`config.mk`:
```
export PLATFORM = sky130hd
export DESIGN_NAME = if_id_queue
export DESIGN_NICKNAME = d
export VERILOG_FILES = /design/src/rtl/if_id_pkg.sv /design/src/rtl/if_id_entry_ram.sv /design/src/rtl/if_id_queue.sv
export SDC_FILE = /design/constraint.sdc
export NUM_CORES = 1
export LEC_CHECK = 0
export ABC_AREA = 0
export CORE_UTILIZATION = 30
export CTS_CLUSTER_DIAMETER = 80
export DETAILED_ROUTE_END_ITERATION = 10
export GPL_TIMING_DRIVEN = 0
export PLACE_DENSITY = 0.58
export SLEW_MARGIN = 20
export SYNTH_ARGS = -nofsm -noshare
export SYNTH_HDL_FRONTEND = slang
export SYNTH_SLANG_ARGS = --single-unit
export TNS_END_PERCENT = 50
```
`constraint.sdc`:
```
create_clock -name clk -period 2.15 [get_ports clk]
set_input_delay 0.3225 -clock clk [delete_from_list [all_inputs] [get_ports clk]]
set_output_delay 0.3225 -clock clk [all_outputs]
set_load 0.03 [all_outputs]
```
`src/rtl/if_id_pkg.sv`:
```
// Shared constants and entry type for the IF/ID fetch queue.
package if_id_pkg;

    localparam int INSTR_W      = 32;
    localparam int PC_W_DEFAULT = 10;

    localparam logic [INSTR_W-1:0] NOP_INSTR = 32'h0000_0013;

    typedef struct packed {
        logic [PC_W_DEFAULT-1:0] pc_plus4;
        logic [INSTR_W-1:0]      instr;
    } fetch_entry_t;

endpackage

```
`src/rtl/if_id_entry_ram.sv`:
```
// Entry storage for the IF/ID queue: one synchronous write port, one asynchronous read port.
module if_id_entry_ram
    import if_id_pkg::*;
#(
    parameter int  DEPTH   = 4,
    parameter type entry_t = fetch_entry_t
) (
    input  logic                     clk,
    input  logic                     we_i,
    input  logic [$clog2(DEPTH)-1:0] waddr_i,
    input  entry_t                   wdata_i,
    input  logic [$clog2(DEPTH)-1:0] raddr_i,
    output entry_t                   rdata_o
);

    entry_t mem_q [DEPTH];

    always_ff @(posedge clk) begin
        if (we_i) begin
            mem_q[waddr_i] <= wdata_i;
        end
    end

    assign rdata_o = mem_q[raddr_i];

endmodule

```
`src/rtl/if_id_queue.sv`:
```
// Fetch buffer between IF and ID: strict FIFO with flush and occupancy count.
// Optional same-cycle bypass when empty is enabled by defining IF_ID_QUEUE_BYPASS_EN.
module if_id_queue
    import if_id_pkg::*;
#(
    parameter int DEPTH = 4,
    parameter int PC_W  = PC_W_DEFAULT
) (
    input  logic                     clk,
    input  logic                     reset,
    input  logic                     in_valid,
    input  logic [PC_W-1:0]          in_pc_plus4,
    input  logic [INSTR_W-1:0]       in_instr,
    output logic                     in_ready,
    input  logic                     flush,
    output logic                     out_valid,
    output logic [PC_W-1:0]          out_pc_plus4,
    output logic [INSTR_W-1:0]       out_instr,
    input  logic                     out_ready,
    output logic [$clog2(DEPTH):0]   count
);

    localparam int AW = $clog2(DEPTH);
    localparam int CW = AW + 1;
    localparam logic [CW-1:0] FULL_CNT = CW'(DEPTH);

    typedef struct packed {
        logic [PC_W-1:0]    pc_plus4;
        logic [INSTR_W-1:0] instr;
    } entry_t;

    logic [AW-1:0] wr_ptr_q, wr_ptr_d;
    logic [AW-1:0] rd_ptr_q, rd_ptr_d;
    logic [CW-1:0] count_q, count_d;
    logic          head_valid;
    logic          bypass;
    logic          push;
    logic          pop;
    entry_t        wr_entry;
    entry_t        rd_entry;

    assign head_valid = (count_q != '0);
    assign in_ready   = (count_q < FULL_CNT);

`ifdef IF_ID_QUEUE_BYPASS_EN
    // An empty queue hands the incoming fetch straight to ID instead of storing it.
    assign bypass = !reset && !head_valid && in_valid && out_ready && !flush;
`else
    assign bypass = 1'b0;
`endif

    assign push = in_valid && in_ready && !flush && !bypass;
    assign pop  = head_valid && out_ready && !flush;

    assign wr_entry = '{pc_plus4: in_pc_plus4, instr: in_instr};

    if_id_entry_ram #(
        .DEPTH   (DEPTH),
        .entry_t (entry_t)
    ) u_ram (
        .clk     (clk),
        .we_i    (push),
        .waddr_i (wr_ptr_q),
        .wdata_i (wr_entry),
        .raddr_i (rd_ptr_q),
        .rdata_o (rd_entry)
    );

    always_comb begin
        wr_ptr_d = wr_ptr_q;
        rd_ptr_d = rd_ptr_q;
        count_d  = count_q;
        if (flush) begin
            wr_ptr_d = '0;
            rd_ptr_d = '0;
            count_d  = '0;
        end else begin
            // Pointers wrap naturally because DEPTH is a power of two.
            if (push) wr_ptr_d = wr_ptr_q + 1'b1;
            if (pop)  rd_ptr_d = rd_ptr_q + 1'b1;
            if (push && !pop) begin
                count_d = count_q + 1'b1;
            end else if (pop && !push) begin
                count_d = count_q - 1'b1;
            end
        end
    end

    always_ff @(posedge clk or posedge reset) begin
        if (reset) begin
            wr_ptr_q <= '0;
            rd_ptr_q <= '0;
            count_q  <= '0;
        end else begin
            wr_ptr_q <= wr_ptr_d;
            rd_ptr_q <= rd_ptr_d;
            count_q  <= count_d;
        end
    end

    // An empty head presents a NOP so ID never sees stale storage contents.
    always_comb begin
        out_valid    = head_valid;
        out_pc_plus4 = '0;
        out_instr    = NOP_INSTR;
        if (bypass) begin
            out_valid    = 1'b1;
            out_pc_plus4 = in_pc_plus4;
            out_instr    = in_instr;
        end else if (head_valid) begin
            out_pc_plus4 = rd_entry.pc_plus4;
            out_instr    = rd_entry.instr;
        end
    end

    assign count = count_q;

endmodule

```
==> results of run 1 <==
## logic make-up (layout without fill, tap and decap cells)
family          count (synthesis)  after routing
compound gates                 12             12
buf+inv                        25            157
mux                            42             42
flops                         175            175
simple gates                   64             68
xor+xnor                        5              5
fa+ha+maj                       5              5
## synthesized netlist by cell type
cell type / n / share of area
xor2_1: 3 / 0.0038
buf_12: 4 / 0.012
nor2b_1: 3 / 0.0027
xnor2_1: 2 / 0.0025
a221oi_1: 1 / 0.0013
inv_1: 7 / 0.0038
nand2_1: 3 / 0.0016
buf_2: 7 / 0.0051
and2_1: 44 / 0.040
a2bb2oi_1: 2 / 0.0025
nand3b_1: 1 / 0.0011
nor2_1: 7 / 0.0038
buf_6: 1 / 0.0016
mux4_2: 38 / 0.12
ha_1: 4 / 0.0072
buf_1: 1 / 0.00054
fa_1: 1 / 0.0029
a2111oi_0: 1 / 0.0013
a311oi_1: 1 / 0.0013
clkbuf_1: 5 / 0.0027
or2_1: 3 / 0.0027
edfxtp_1: 168 / 0.73
dfrtp_1: 7 / 0.025
nand3_1: 2 / 0.0014
mux4_1: 4 / 0.015
o21ai_0: 3 / 0.0022
nor3_2: 1 / 0.0014
a21oi_1: 4 / 0.0029
## per-layer routing
layer | vias up | global-route usage | wire length, um
met5 | - | 0 | 0
met4 | 0 | 0.0500 | 252
met3 | 17 | 0.0293 | 581
met2 | 81 | 0.202 | 7170
met1 | 1793 | 0.154 | 6430
li1 | 1550 | - | -
## area by class of cell
type,count,share of cell area
Sequential cell,175,0.568
Multi-Input combinational cell,132,0.184
Timing Repair Buffer,103,0.120
Clock buffer,17,0.0462
Tap cell,285,0.0388
Clock inverter,13,0.0201
Buffer,17,0.0201
Inverter,7,0.00286
## flip-flops by register name, indices dropped and copies added, names as in the netlist
signal	flops
u_ram.mem_q	168
count	3
rd_ptr_q	2
wr_ptr_q	2
## worst max-delay path by stage
stage,depth (start not counted),slack (ns),to,startpoint
2_1_floorplan,4,-0.36,u_ram.mem_q[2][0]$_DFFE_PP_,count[2]$_DFFE_PP0P_
3_3_place_gp,5,-1.66,u_ram.mem_q[3][10]$_DFFE_PP_,in_valid
3_5_place_dp,8,-0.59,count[1]$_DFFE_PP0P_,in_valid
4_1_cts,5,-0.15,out_instr[27],rd_ptr_q[0]$_DFFE_PP0P_
5_1_grt,5,-0.22,out_pc_plus4[4],rd_ptr_q[0]$_DFFE_PP0P_
6_report,5,-0.14,out_pc_plus4[4],rd_ptr_q[0]$_DFFE_PP0P_
## metrics by stage
step                      TNS, ns  utilization  setup WS [ns]  hold slack [ns]
after detailed placement  -110.62        0.363         -0.595            0.613
after global routing        -7.96        0.406         -0.216            0.187
after CTS                   -4.84        0.399         -0.152            0.164
final                       -4.81        0.406         -0.140            0.166
after floorplan            -30.58            -         -0.364            0.126
after global placement    -224.90        0.362          -1.66            0.579
## repair_timing
item | in CTS | in global routing
setup endpoints to repair | 213 | 212
setup buffers | 4 | 5
resized for setup | 360 | 20
pin swaps | 3 | 10
cloned | 0 | 6
## power groups by stage
stage | Sequential, mW | Clock, mW | Combinational, mW
3_5_place_dp | 4.06 | 0 | 3.09
2_1_floorplan | 4.07 | 0 | 1.88
5_1_grt | 4.02 | 3.40 | 3.94
4_1_cts | 4.00 | 3.29 | 3.59
6_report | 4.01 | 3.21 | 3.71
3_3_place_gp | 4.05 | 0 | 3.05
==> impl_metrics.ini, run 1 <==
[run_status]
outcome = finished with violations
violations = negative setup slack

[synth]
synth_compound_area_frac = 0.0114
ys_types = 28
synth_xor_area_frac = 0.00632
ys_seq_elements = 175
synth_top_family_by_area = multiplexers
synth_fp_nets = 380
syn_area_mm2 = 0.00693
synth_cells = 328
seq_area_frac_synth = 0.754
synthMuxAreaShare = 0.139
yosys.area_share.adder = 0.0101
yosys_warnings = 0
synth-simple-area-share = 0.0546
syn_avg_cell_area_um2 = 21.1

[setup_path]
rr_worst_depth = 7
cp_common_cell = buf_12
cp.buffers_inverters = 3
cp_slowest_cell = mux4_2
r2r_slack_ns = 0.07
cp-start-kind = flip-flop
path_class = reg2out
cp_max_fo = 10
arrival_ns = 1.97
r2r-end = count[1]$_DFFE_PP0P_
crit_chain = buf_12 -> buf_12 -> mux4_2 -> and2_4 -> buf_6
cp_top_family = multiplexers
r2r-start = count[2]$_DFFE_PP0P_
cp-end-kind = output port
slowest_delay_ns = 0.51
required_ns = 1.83

[die]
num_rows = 55
fp.dieH_um = 154
dieArea_mm2 = 0.0237
core_area_mm2 = 0.0226
initial_core_util = 0.306
io_pins = 94
fp.dieW_um = 154

[layout]
drive_gt1_frac = 0.431
stdcell_area_mm2 = 0.00920
multi_input_area_mm2 = 0.00170
area_growth_pct = 32.8
layout_commonest_cell = edfxtp_1
antenna_cells = 0
nets = 505
ff_latch_area_mm2 = 0.00522
layout_common_cells = edfxtp_1 (168), clkdlybuf4s50_1 (48), buf_6 (46)
fin_cells = 749
fillers = 2013

[drt]
drt-vias-per-instance = 4.59
wl_per_cell_um = 19.3
wl_um = 14400
drt_iter0_drc = 110
drcViolationCount = 0
detail-route-antenna-nets = 0
dr_total_vias = 3441
dr.pass1.iters = 4

[sta]
finalSetupViolCount = 42
slew_headroom = 0.557
fin_crit_sh = 1.07
rsz0062_at_grt = true
max_clock_freq_mhz = 437
min_period_ns = 2.29
worst_slack_ns = -0.140
slew_viol_final = 0
tightest_slew_ns = 0.664
finalClockSkew_ns = 0.00533
hold_viol = 0

[power_and_ir_drop]
switchingPower_mw = 3.16
p_int_mw = 7.77
power_leakage_nw = 3.12
power_frac_comb = 0.340
power_density_mw_per_mm2 = 1190
p_total_mw = 10.9
vdd.ir_drop.worst_v = 0.000495
p_clk_frac = 0.294
seqPwrFrac = 0.367
sw_frac_of_total = 0.289

[min_path]
hold_class = in2async

[global_routing]
global_route.overflow_total = 0
grt_max_degree = 43
grt_pass1_wl_um = 21200
grt_pass1_vias = 3784
grt.total_usage = 0.122
antenna_found_initial = 0

[clock_tree]
cts_hold_buf = 0
cts_buffer_depth = 2
clock_latency_ns = 0.42
cts_tree = yes
cts_sinks = 175
numCtsBuffers = 17
clkTransAtPathRegs_ns = 0.06
ctsRootBufferMaster = clkbuf_16
htreeDepth = 4

[placement]
post-dp-hpwl_um = 8010
place_area_mm2 = 0.00821
globalplace.congestion = 0.695
portBuffers = 92
placedCellCount = 705

[job]
max-cap-violations = 0
No activity file was read; power rests on OpenSTA's default activity.
==> inputs of run 2 (changes only) <==
--- a/config.mk
+++ b/config.mk
@@ -6,11 +6,11 @@
 export NUM_CORES = 1
 export LEC_CHECK = 0
 export ABC_AREA = 0
-export CORE_UTILIZATION = 30
+export CORE_UTILIZATION = 49
 export CTS_CLUSTER_DIAMETER = 80
 export DETAILED_ROUTE_END_ITERATION = 10
 export GPL_TIMING_DRIVEN = 0
-export PLACE_DENSITY = 0.58
+export PLACE_DENSITY = 0.82
 export SLEW_MARGIN = 20
 export SYNTH_ARGS = -nofsm -noshare
 export SYNTH_HDL_FRONTEND = slang
==> run 2 against run 1 <==
The run still ends with negative setup slack left; critical path type unchanged; wire length fell by 15%; cell area fell by 3.7%; clock skew rose by 0.0024 ns; critical endpoint is now out_pc_plus4[6]; clock power fell by 13%; sequential cell count did not move.
==> impl_metrics.ini, run 2 (same netlist as run 1, synthesis figures left out) <==
[run_status]
outcome = finished with violations
violations = negative setup slack

[setup_path]
cp_max_fo = 10
path_class = reg2out
cp_top_family = multiplexers
cp_common_cell = buf_12
slowest_delay_ns = 0.50
cp_slowest_cell = mux4_2
cp-end-kind = output port
required_ns = 1.83
arrival_ns = 1.92
cp.buffers_inverters = 3
cp-start-kind = flip-flop
crit_chain = buf_12 -> buf_12 -> mux4_2 -> and2_4 -> buf_4

[die]
initial_core_util = 0.501
num_rows = 43
core_area_mm2 = 0.0138
io_pins = 94
fp.dieW_um = 121
dieArea_mm2 = 0.0146
fp.dieH_um = 121

[layout]
stdcell_area_mm2 = 0.00886
nets = 495
layout_common_cells = edfxtp_1 (168), clkdlybuf4s50_1 (48), and2_4 (43)
largest_reg_flops = 168
fillers = 969
antenna_cells = 0
area_growth_pct = 27.9
regMostFlops = u_ram.mem_q
drive_gt1_frac = 0.392
layout_commonest_cell = edfxtp_1

[drt]
detail-route-antenna-nets = 0
drt-vias-per-instance = 5.26
dr_total_vias = 3337
drt_iter0_drc = 230
wl_um = 12200
wl_per_cell_um = 19.3
drcViolationCount = 0
dr.pass1.iters = 7

[clock_tree]
numCtsBuffers = 17
cts_tree = yes
clkTransAtPathRegs_ns = 0.06
clock_latency_ns = 0.41
cts_buffer_depth = 2
cts_hold_buf = 0
ctsRootBufferMaster = clkbuf_16
htreeDepth = 4
cts_sinks = 175

[global_routing]
met3_usage = 0.0367
grt-busiest-layer = met2
grt_max_degree = 43
grt.total_usage = 0.181
antenna_found_initial = 0
grt_pass1_wl_um = 18900
grt_util_met2 = 0.311
global_route.overflow_total = 0
grtUsageMet1 = 0.222
grt_pass1_vias = 3622

[job]
max-cap-violations = 0

[placement]
portBuffers = 92
post-dp-hpwl_um = 7100
globalplace.congestion = 0.741
place_area_mm2 = 0.00808

[sta]
hold_viol = 0
finalClockSkew_ns = 0.00773
slew_viol_final = 0
worst_slack_ns = -0.0934
tightest_slew_ns = 0.670
slew_headroom = 0.553
min_period_ns = 2.24
max_clock_freq_mhz = 446
rsz0062_at_grt = true
finalSetupViolCount = 41
fin_crit_sh = 1.04
hold_slack_ns = 0.136
fin_setup_tns_ns = -1.72

[power_and_ir_drop]
power_leakage_nw = 3.01
vdd.ir_drop.worst_v = 0.000682
power_density_mw_per_mm2 = 1170
p_total_mw = 10.3

[min_path]
hold_class = in2async
[run 2: final cells by class]
cell class | instances | area (um^2) | share of cell area
Sequential cell | 175 | 5220 | 0.589
Inverter | 7 | 26.3 | 0.00296
Clock buffer | 19 | 433 | 0.0488
Multi-Input combinational cell | 128 | 1650 | 0.186
Timing Repair Buffer | 98 | 1040 | 0.118
Tap cell | 180 | 225 | 0.0254
Clock inverter | 11 | 100 | 0.0113
Buffer | 16 | 161 | 0.0182
[run 2: per-stage QoR]
stage | cells | setup slack [ns] | utilization
detailed placement | 600 | -0.655 | 0.585
CTS | 635 | -0.146 | 0.643
finish | 634 | -0.0934 | 0.641
floorplan | 328 | -0.364 | -
global placement | 600 | -1.53 | 0.584
global route | 634 | -0.165 | 0.641
[run 2: what timing repair did]
item / 4_1_cts / 5_1_grt
setup endpoints to repair: 213 / 45
pin swaps: 10 / 22
setup buffers: 5 / 1
gates cloned: 1 / 0
resized for setup: 359 / 7
[run 2: layer usage]
layer	up-vias	routed length (um)
li1	1539	-
met1	1714	5110
met2	70	6480
met3	14	438
met4	0	184
met5	-	0
[run 2: power breakdown]
part / switching, mW / total (mW) / internal (mW)
combinational: 1.72 / 3.53 / 1.81
sequential: 0.0734 / 4.00 / 3.93
clock: 1.13 / 2.80 / 1.67
total: 2.92 / 10.3 / 7.40
[run 2: final timing paths]
kind                                    startpoint                      end  slack (ns)  depth (start not counted)
max                        rd_ptr_q[0]$_DFFE_PP0P_          out_pc_plus4[6]       -0.09                          5
min                                          reset  wr_ptr_q[1]$_DFFE_PP0P_        0.14                          2
max reg2reg                   count[2]$_DFFE_PP0P_     count[1]$_DFFE_PP0P_        0.02                          7
min reg2reg                wr_ptr_q[0]$_DFFE_PP0P_  wr_ptr_q[0]$_DFFE_PP0P_        0.62                          2
max in group asynchronous                    reset     count[2]$_DFFE_PP0P_        1.77                          2
min in group clk                             flush  wr_ptr_q[0]$_DFFE_PP0P_        0.32                          2
==> inputs of run 3 (changes only) <==
--- a/config.mk
+++ b/config.mk
@@ -6,6 +6,7 @@
 export NUM_CORES = 1
 export LEC_CHECK = 0
 export ABC_AREA = 0
+export CORE_MARGIN = 3
 export CORE_UTILIZATION = 49
 export CTS_CLUSTER_DIAMETER = 80
 export DETAILED_ROUTE_END_ITERATION = 10
==> run 3 against run 2 <==
The flow still finishes with violations (negative setup slack); power is 4.7% higher; sequential cell count unchanged; count of clock-buffer cells in the layout unchanged; sequential share of layout area down 0.97 points; via count is 5.2% higher; utilization grew 2.6 points; clock power is 12% higher; largest cell class unchanged.
==> impl_metrics.ini, run 3 (same netlist as run 1, synthesis figures left out) <==
[setup_path]
cp_common_cell = clkbuf_16
r2r_slack_ns = 0.05
cp-start-kind = flip-flop
cp.buffers_inverters = 3
arrival_ns = 1.97
path_class = reg2out
cp_top_family = multiplexers
crit_chain = clkbuf_16 -> clkbuf_16 -> mux4_2 -> and2_4 -> buf_6
required_ns = 1.83
cp_max_fo = 5
rr_worst_depth = 7
slowest_delay_ns = 0.48
r2r-end = count[1]$_DFFE_PP0P_
cp-end-kind = output port
r2r-start = count[2]$_DFFE_PP0P_
cp_slowest_cell = mux4_2

[die]
num_rows = 42
fp.dieW_um = 125
io_pins = 94
dieArea_mm2 = 0.0156
fp.dieH_um = 125
core_area_mm2 = 0.0135
initial_core_util = 0.513

[sta]
hold_viol = 0
rsz0062_at_grt = true
hold_slack_ns = 0.174
slew_headroom = 0.542
fin_crit_sh = 1.06
min_period_ns = 2.29
tightest_slew_ns = 0.686
finalClockSkew_ns = 0.00654
slew_viol_final = 0
fin_setup_tns_ns = -4.24
worst_slack_ns = -0.138
max_clock_freq_mhz = 437
finalSetupViolCount = 42

[drt]
dr_total_vias = 3511
dr.pass1.iters = 5
drt_iter0_drc = 258
drt-vias-per-instance = 5.52
wl_per_cell_um = 20.8
detail-route-antenna-nets = 0
wl_um = 13200
drcViolationCount = 0

[clock_tree]
cts_buffer_depth = 2
cts_tree = yes
htreeDepth = 4
clock_latency_ns = 0.42
cts_sinks = 175
ctsRootBufferMaster = clkbuf_16
clkTransAtPathRegs_ns = 0.06
cts_hold_buf = 0
numCtsBuffers = 17

[layout]
ff_latch_area_mm2 = 0.00522
antenna_cells = 0
area_growth_pct = 30.1
fillers = 887
multi_input_area_mm2 = 0.00165
regMostFlops = u_ram.mem_q
nets = 500
layout_common_cells = edfxtp_1 (168), clkdlybuf4s50_1 (48), and2_4 (43)
layout_commonest_cell = edfxtp_1
drive_gt1_frac = 0.415
largest_reg_flops = 168

[global_routing]
global_route.overflow_total = 0
grt.total_usage = 0.174
grt_max_degree = 43
grt_pass1_vias = 3772
antenna_found_initial = 0
grt_pass1_wl_um = 20300

[power_and_ir_drop]
vdd.ir_drop.worst_v = 0.000829
power_leakage_nw = 3.09
power_frac_comb = 0.340
p_int_mw = 7.75
power_density_mw_per_mm2 = 1200
seqPwrFrac = 0.371
p_clk_frac = 0.289
switchingPower_mw = 3.06
sw_frac_of_total = 0.283

[placement]
globalplace.congestion = 0.739
portBuffers = 92
post-dp-hpwl_um = 7540

[min_path]
hold_class = in2async

[run_status]
outcome = finished with violations
violations = negative setup slack

[job]
max-cap-violations = 0
==> run 3: cell type report <==
| cell class | instances | area share |
|---|---|---|
| Sequential cell | 175 | 0.580 |
| Buffer | 17 | 0.0199 |
| Tap cell | 176 | 0.0244 |
| Clock inverter | 12 | 0.0187 |
| Clock buffer | 19 | 0.0480 |
| Timing Repair Buffer | 102 | 0.123 |
| Multi-Input combinational cell | 128 | 0.183 |
| Inverter | 7 | 0.00292 |
==> run 3: worst max path at each step <==
stage	start	end	slack [ns]	depth (start not counted)
floorplan	count[2]$_DFFE_PP0P_	u_ram.mem_q[2][0]$_DFFE_PP_	-0.36	4
CTS	rd_ptr_q[0]$_DFFE_PP0P_	out_instr[11]	-0.16	5
global route	rd_ptr_q[0]$_DFFE_PP0P_	out_instr[0]	-0.19	5
detailed placement	in_valid	count[1]$_DFFE_PP0P_	-0.62	8
global placement	in_valid	u_ram.mem_q[3][5]$_DFFE_PP_	-1.58	5
finish	rd_ptr_q[0]$_DFFE_PP0P_	out_instr[9]	-0.14	5
==> run 3: power by group through the flow <==
stage          combinational, mW  clock, mW  sequential [mW]
6_report                    3.67       3.13             4.01
5_1_grt                     3.86       3.33             4.03
4_1_cts                     3.51       3.17             4.00
3_5_place_dp                3.02          0             4.06
3_3_place_gp                2.98          0             4.05
2_1_floorplan               1.88          0             4.07
==> run 3: per-layer routing <==
layer  up-vias  GRT usage  share of wire
met4         0     0.0733          0.014
met1      1847      0.218           0.42
met2       111      0.285           0.52
li1       1540          -              -
met5         -          0              0
met3        13     0.0510          0.049
==> run 3: per-stage QoR <==
stage                     cell area, um^2  worst slack [ns]  cells  utilization  total power, mW
after global placement               8070             -1.58    596        0.598             7.03
final                                9010            -0.138    636        0.667             10.8
after detailed placement             8080            -0.622    596        0.598             7.09
after floorplan                      6930            -0.364    328            -             5.96
after global routing                 9010            -0.193    636        0.667             11.2
after CTS                            8880            -0.160    630        0.658             10.7
==> run 3: worst reg2reg max path: stages (launching register included) <==
cell and delay, ns:
dfrtp_2 0.48, nor2b_1 0.15, clkbuf_4 0.21, nor2b_4 0.21, and2_1 0.16, fa_1 0.40
a2bb2oi_1 0.15, a311oi_1 0.24
==> run 3: timing repair <==
item	CTS	global route
pin swaps	2	29
resized for setup	357	15
hold endpoints to repair	0	0
setup buffers	4	2
endpoints found under the setup margin	213	57
gates cloned	0	4
==> edit 1, RTL diff (config.mk and constraints of run 2) <==
`DEPTH` is set to 4 in 2 places; all go to 8.
--- a/src/rtl/if_id_entry_ram.sv
+++ b/src/rtl/if_id_entry_ram.sv
@@ -2,7 +2,7 @@
 module if_id_entry_ram
     import if_id_pkg::*;
 #(
-    parameter int  DEPTH   = 4,
+    parameter int  DEPTH   = 8,
     parameter type entry_t = fetch_entry_t
 ) (
     input  logic                     clk,
--- a/src/rtl/if_id_queue.sv
+++ b/src/rtl/if_id_queue.sv
@@ -3,7 +3,7 @@
 module if_id_queue
     import if_id_pkg::*;
 #(
-    parameter int DEPTH = 4,
+    parameter int DEPTH = 8,
     parameter int PC_W  = PC_W_DEFAULT
 ) (
     input  logic                     clk,
Ports: changed (resized count); port bits go from 94 to 95. No check against the original RTL was run, so the function may have changed too.
==> edit 1 against run 2 <==
The run still ends with negative setup slack left; clock skew is 0.0011 ns lower; die area is 92% higher; final area is 91% higher; power is 110% higher; wire length is 140% higher; sequential cell count is 171 higher; worst setup slack worse by 0.33 ns; area after synthesis is 94% higher; largest power group unchanged; highest routed layer is now met5.
==> edit 1: results (changes against run 2) <==
Parameter                              Value

Synth
  Number of flops mapped to enable cells by yosys    336 (+100%)
  Most numerous cell types in the synthesized netlist    edfxtp_1 (336), mux4_2 (84), nor2_1 (50), mux2i_1 (45), clkbuf_1 (11)
  Multiplexer share of the synthesized area    17.5% (+3.6 points)
  Post-synth cell types    36 (+29%)
  Seq/Total Area, Yosys    77.0% (+1.7 points)
  Biggest area contributors in the synthesized netlist    edfxtp_1 (75%), mux4_2 (14%), mux2i_1 (3.4%), dfrtp_1 (1.9%), nor2_1 (1.4%)
  XOR/XNOR share of the synthesized area    0.392% (-0.24 points)
  Complex-gate fraction of the synthesized area    0.718% (-0.42 points)
  Fraction of registers with async set/reset    2.89% (-1.1 points)
  Net count after synthesis    661 (+74%)
  Mean instance size in the synthesized netlist    22.0 um2 (+4.4%)

Worst setup path
  Endpoint of the lowest-slack register-to-register path    count[3]$_DFFE_PP0P_
  Data arrival time of the worst path    2.25 ns (+0.33 ns)
  Reg-to-reg slack, setup    -0.10 ns (-0.12 ns)
  Critical R2R Launch    count[0]$_DFFE_PP0P_
  Maximum cell stage delay along the critical path    0.52 ns (+0.02 ns)
  Endpoint of the worst setup timing path    out_instr[26]

Clocking
  Clock latency on the worst-skew pair    0.51 ns (+0.10 ns)
  Total clock buffers created by CTS    35 (+18)
  CTS H-tree lvls    2 (-2)
  Number of buffers on the longest clock path    3 (+1)
  Setup Buffers After CTS    17 (+12)
  Number of resized instances in the post-cts repair step    329 (-8.4%)

Layout
  Layout Nets    830 (+68%)
  Buffer share of cell area    10.7% (-2.9 points)
  Nonclk buf count    163 (+43%)
  Final-layout clock-cell area share    7.31% (+1.3 points)
  Fraction of final layout cells with drive strength greater than 1    36.3% (-2.9 points)
  Number of flip-flops and latches    346 (+98%)
  Non-clock inverters    8 (+1)
  # clk buffers    40 (+21)
  Antenna cell count    2 (+2)
  Multi-input gate area    3090 um2 (+87%)
  Largest register FFs    336 (+100%)

Timing
  Slew of the pin with the lowest slew margin    0.496 ns (-0.174 ns)
  Final Worst Setup Slack    -0.421 ns (-0.328 ns)
  Setup violation total in the final timing report    43 (+4.9%)
  Maximum clock skew at final layout    0.00667 ns (-0.00106 ns)

Placement
  Number of buffer cells added on primary ports    94 (+2.2%)
  Post-place instance area    15300 um2 (+89%)
  Placed wire-length estimate    17200 um (+140%)

Outcome
  Status    finished, violations left
  Violated checks    negative setup slack

Pwr
  IR Drop Worst-Case VDD    0.623 mV (-8.6%)
  Internal power of the cells    0.0149 W (+100%)

Routing
  Overall routed net length    29600 um (+140%)
  Via count of the routed design    6664 (+100%)
  Drt first-iter violations    566 (+150%)

Global routing
  Number of antenna violations at the first check in global routing    3 (+3)
  First-pass GRT wire length    43200 um (+130%)
  GRT Overall Usage    21.3% (+3.2 points)
  Via count of the first global-routing pass    7012 (+94%)

Floorplan
  Die X    167 um (+39%)
==> edit 1: worst max-delay path: cells and delay by family (launching register included) <==
kind                   cells  cell delay (ns)
multiplexers               2             0.72
buffers and inverters      3             0.55
flip-flops                 1             0.42
AND/OR/NAND/NOR            1             0.06
==> edit 1: power by group through the flow <==
stage          Sequential [W]  Clock (W)  Combinational (W)
2_1_floorplan         0.00800          0            0.00405
6_report              0.00790    0.00650            0.00704
5_1_grt               0.00792    0.00683            0.00744
3_5_place_dp          0.00797          0            0.00650
4_1_cts               0.00789    0.00656            0.00693
3_3_place_gp          0.00797          0            0.00631
==> edit 1: layer usage <==
layer	share of wire [%]	GRT usage (%)	vias up
met3	6.0	4.02	68
met1	38	26.6	3471
met2	53	36.9	268
met4	3.1	8.50	2
li1	-	-	2855
met5	0.051	0	-
==> edit 2, RTL diff (flow settings as in run 2) <==
Without the edit above. Put one more register stage on the output `count`, with the module's reset. The value now appears one clock later. The other outputs are not delayed to match.
--- a/src/rtl/if_id_queue.sv
+++ b/src/rtl/if_id_queue.sv
@@ -113,7 +113,13 @@
         end
     end
 
-    assign count = count_q;
+    always_ff @(posedge clk or posedge reset) begin
+        if (reset) begin
+            count <= '0;
+        end else begin
+            count <= count_q;
+        end
+    end
 
 endmodule
 
Behaviour: not the same (Yosys sat finds a counterexample within 4 cycles, from zero or initial values and one cycle with reset high).
==> edit 2 against run 2 <==
The flow still finishes with violations (negative setup slack); wire length fell by 0.82%; combinational power shrank 1%; worst setup slack worse by 0.052 ns; die area up 1.1%; final area grew 1.9%; area after synthesis increased by 1.1%; register-to-register slack improved by 0.06 ns; sequential cell count grew 3; clock skew hardly changed; sequential power is 2% higher; power up 4.5%; critical path type unchanged; largest cell class unchanged; highest routed layer is now met5.
==> edit 2: results (changes against run 2) <==
Parameter                              Value

Worst setup path
  Max Fanout on Critical Path    8 (-2)
  Reg-to-reg slack, setup    0.08 ns (+0.06 ns)

Timing
  Maximum clock skew at final layout    0.00821 ns (+0.000480 ns)
  Max transition margin    56.1% (+0.71 points)
  Setup violation total in the final timing report    42 (+2.4%)
  Final Worst Setup Slack    -0.145 ns (-0.0520 ns)

Routing
  Number of detailed-route iterations in the first pass    4 (-3)
  Via-to-Cell Ratio    5.31 (+0.82%)
  Drt first-iter violations    267 (+16%)
  Via count of the routed design    3391 (+1.6%)
  Routed length per instance    19.0 um (-1.6%)

Synth
  Fraction of registers with async set/reset    5.62% (+1.6 points)
  Biggest area contributors in the synthesized netlist    edfxtp_1 (72%), mux4_2 (12%), and2_1 (3.9%), dfrtp_1 (3.6%), mux4_1 (1.5%)
  Net count after synthesis    383 (+0.79%)
  Number of instances in the synthesized netlist    331 (+0.91%)
  Number of flops mapped to enable cells by yosys    168 (unchanged)
  Library cell with the highest instance count after synthesis    edfxtp_1
  Most numerous cell types in the synthesized netlist    edfxtp_1 (168), and2_1 (44), mux4_2 (38), dfrtp_1 (10)
  Seq/Total Area, Yosys    75.6% (+0.26 points)
  Total of warnings raised by yosys    0 (unchanged)
  Most used DFF post-synth    edfxtp_1
  Post-synth cell types    27 (-3.6%)

Layout
  Antenna cell count    0 (unchanged)
  Layout Nets    498 (+0.61%)
  Largest registers    u_ram.mem_q: 168 flops, count: 3 flops, count_q: 3 flops
  Fraction of final layout cells with drive strength greater than 1    39.9% (+0.66 points)
  Number of fill cells    969 (unchanged)

Clocking
  Clock tree root driver cell    clkbuf_16
  Total clock buffers created by CTS    17 (unchanged)
  Clock-pin slew of the registers on the worst-case setup and hold paths    0.07 ns
  Number of buffers on the longest clock path    2 (unchanged)
  CTS H-tree lvls    4 (unchanged)
  Clock latency on the worst-skew pair    0.42 ns

Placement
  Placed wire-length estimate    7150 um (+0.63%)
  Number of buffer cells added on primary ports    92 (unchanged)
  Final RePlAce weighted congestion    0.745 (+0.51%)
  Count of placed standard cells including taps    603 (+0.50%)

Global routing
  Via count of the first global-routing pass    3569 (-1.5%)
  Largest net degree at the start of global routing    43 (unchanged)
  Number of antenna violations at the first check in global routing    2 (+2)
  GRT Overall Usage    18.0% (-0.13 points)
  First-pass GRT wire length    18800 um (-0.55%)

Outcome
  Violated checks    negative setup slack
  Status    finished, violations left

Worst hold path
  Path class of the lowest-slack min-delay path    input pin to async pin

Pwr
  IR Drop Worst-Case VDD    0.683 mV (+0.18%)
  Static leakage    3.11 nW (+3.1%)
==> edit 2: final cells by class <==
cell class,instances,share of cell area (%)
clock inverters,13,2.05
flip-flops and latches,178,58.7
well taps,180,2.49
plain buffers,17,1.98
clock buffers,19,4.90
repair buffers,97,11.4
multi-input cells,128,18.2
inverters,7,0.291
==> edit 2: timing repair <==
action / in CTS / in global routing
cloned: 1 / 0
setup endpoints to repair: 213 / 54
buffers inserted: 5 / 0
gates resized for setup: 354 / 5
pin swaps: 13 / 9
==> edit 2: cells by family (layout without fill, tap and decap cells) <==
| group | count (synthesis) | in the layout | synth area share (%) |
|---|---|---|---|
| adders and majority gates | 5 | 5 | 1.00 |
| xor gates and xnor gates | 5 | 5 | 0.626 |
| AOI/OAI and AO/OA | 12 | 12 | 1.13 |
| and+or+nand+nor | 64 | 64 | 5.40 |
| muxes | 42 | 42 | 13.7 |
| buffers and inverters | 25 | 153 | 2.50 |
| DFF | 178 | 178 | 75.6 |
==> edit 2: critical path, cell delays in order, from the launching register on <==
cell     delay, ns
dfrtp_1       0.38
buf_12        0.16
buf_12        0.11
buf_12        0.11
mux4_2        0.49
and2_4        0.16
buf_6         0.13
==> edit 2: metal layers <==
metal / wire, um / vias up / GRT usage, %
li1: - / 1549 / -
met1: 5310 / 1739 / 23.3
met2: 6010 / 83 / 28.5
met3: 611 / 18 / 5.15
met4: 177 / 2 / 7.79
met5: 8 / - / 0
==> edit 2: where the power goes <==
group | switching, W | leakage [nW] | internal (W) | total (W)
clock | 0.00125 | 0.303 | 0.00198 | 0.00322
sequential | 0.0000817 | 1.65 | 0.00400 | 0.00408
combinational | 0.00171 | 1.15 | 0.00179 | 0.00349
total | 0.00303 | 3.11 | 0.00776 | 0.0108
==> edit 2: stage by stage <==
step                hold slack, ns  instance area, um2  worst slack (ns)  TNS, ns
floorplan                    0.163                7000            -0.218   -18.31
global placement             0.360                8150             -1.53  -199.79
detailed placement           0.360                8160            -0.563   -93.86
CTS                          0.220                9060            -0.177    -5.50
global route                 0.254                9030            -0.214    -6.49
finish                       0.222                9030            -0.145    -3.56
==> edit 2: final timing paths <==
path | depth (start not counted) | endpoint | start
min in group clk | 2 | wr_ptr_q[0]$_DFFE_PP0P_ | flush
worst min register to register | 0 | count[0]$_DFF_PP0_ | count_q[0]$_DFFE_PP0P_
worst max-delay path | 6 | out_instr[11] | rd_ptr_q[0]$_DFFE_PP0P_
worst max register to register | 7 | count_q[1]$_DFFE_PP0P_ | count_q[2]$_DFFE_PP0P_
worst min-delay path | 2 | count_q[0]$_DFFE_PP0P_ | reset
max in group asynchronous | 2 | rd_ptr_q[1]$_DFFE_PP0P_ | reset
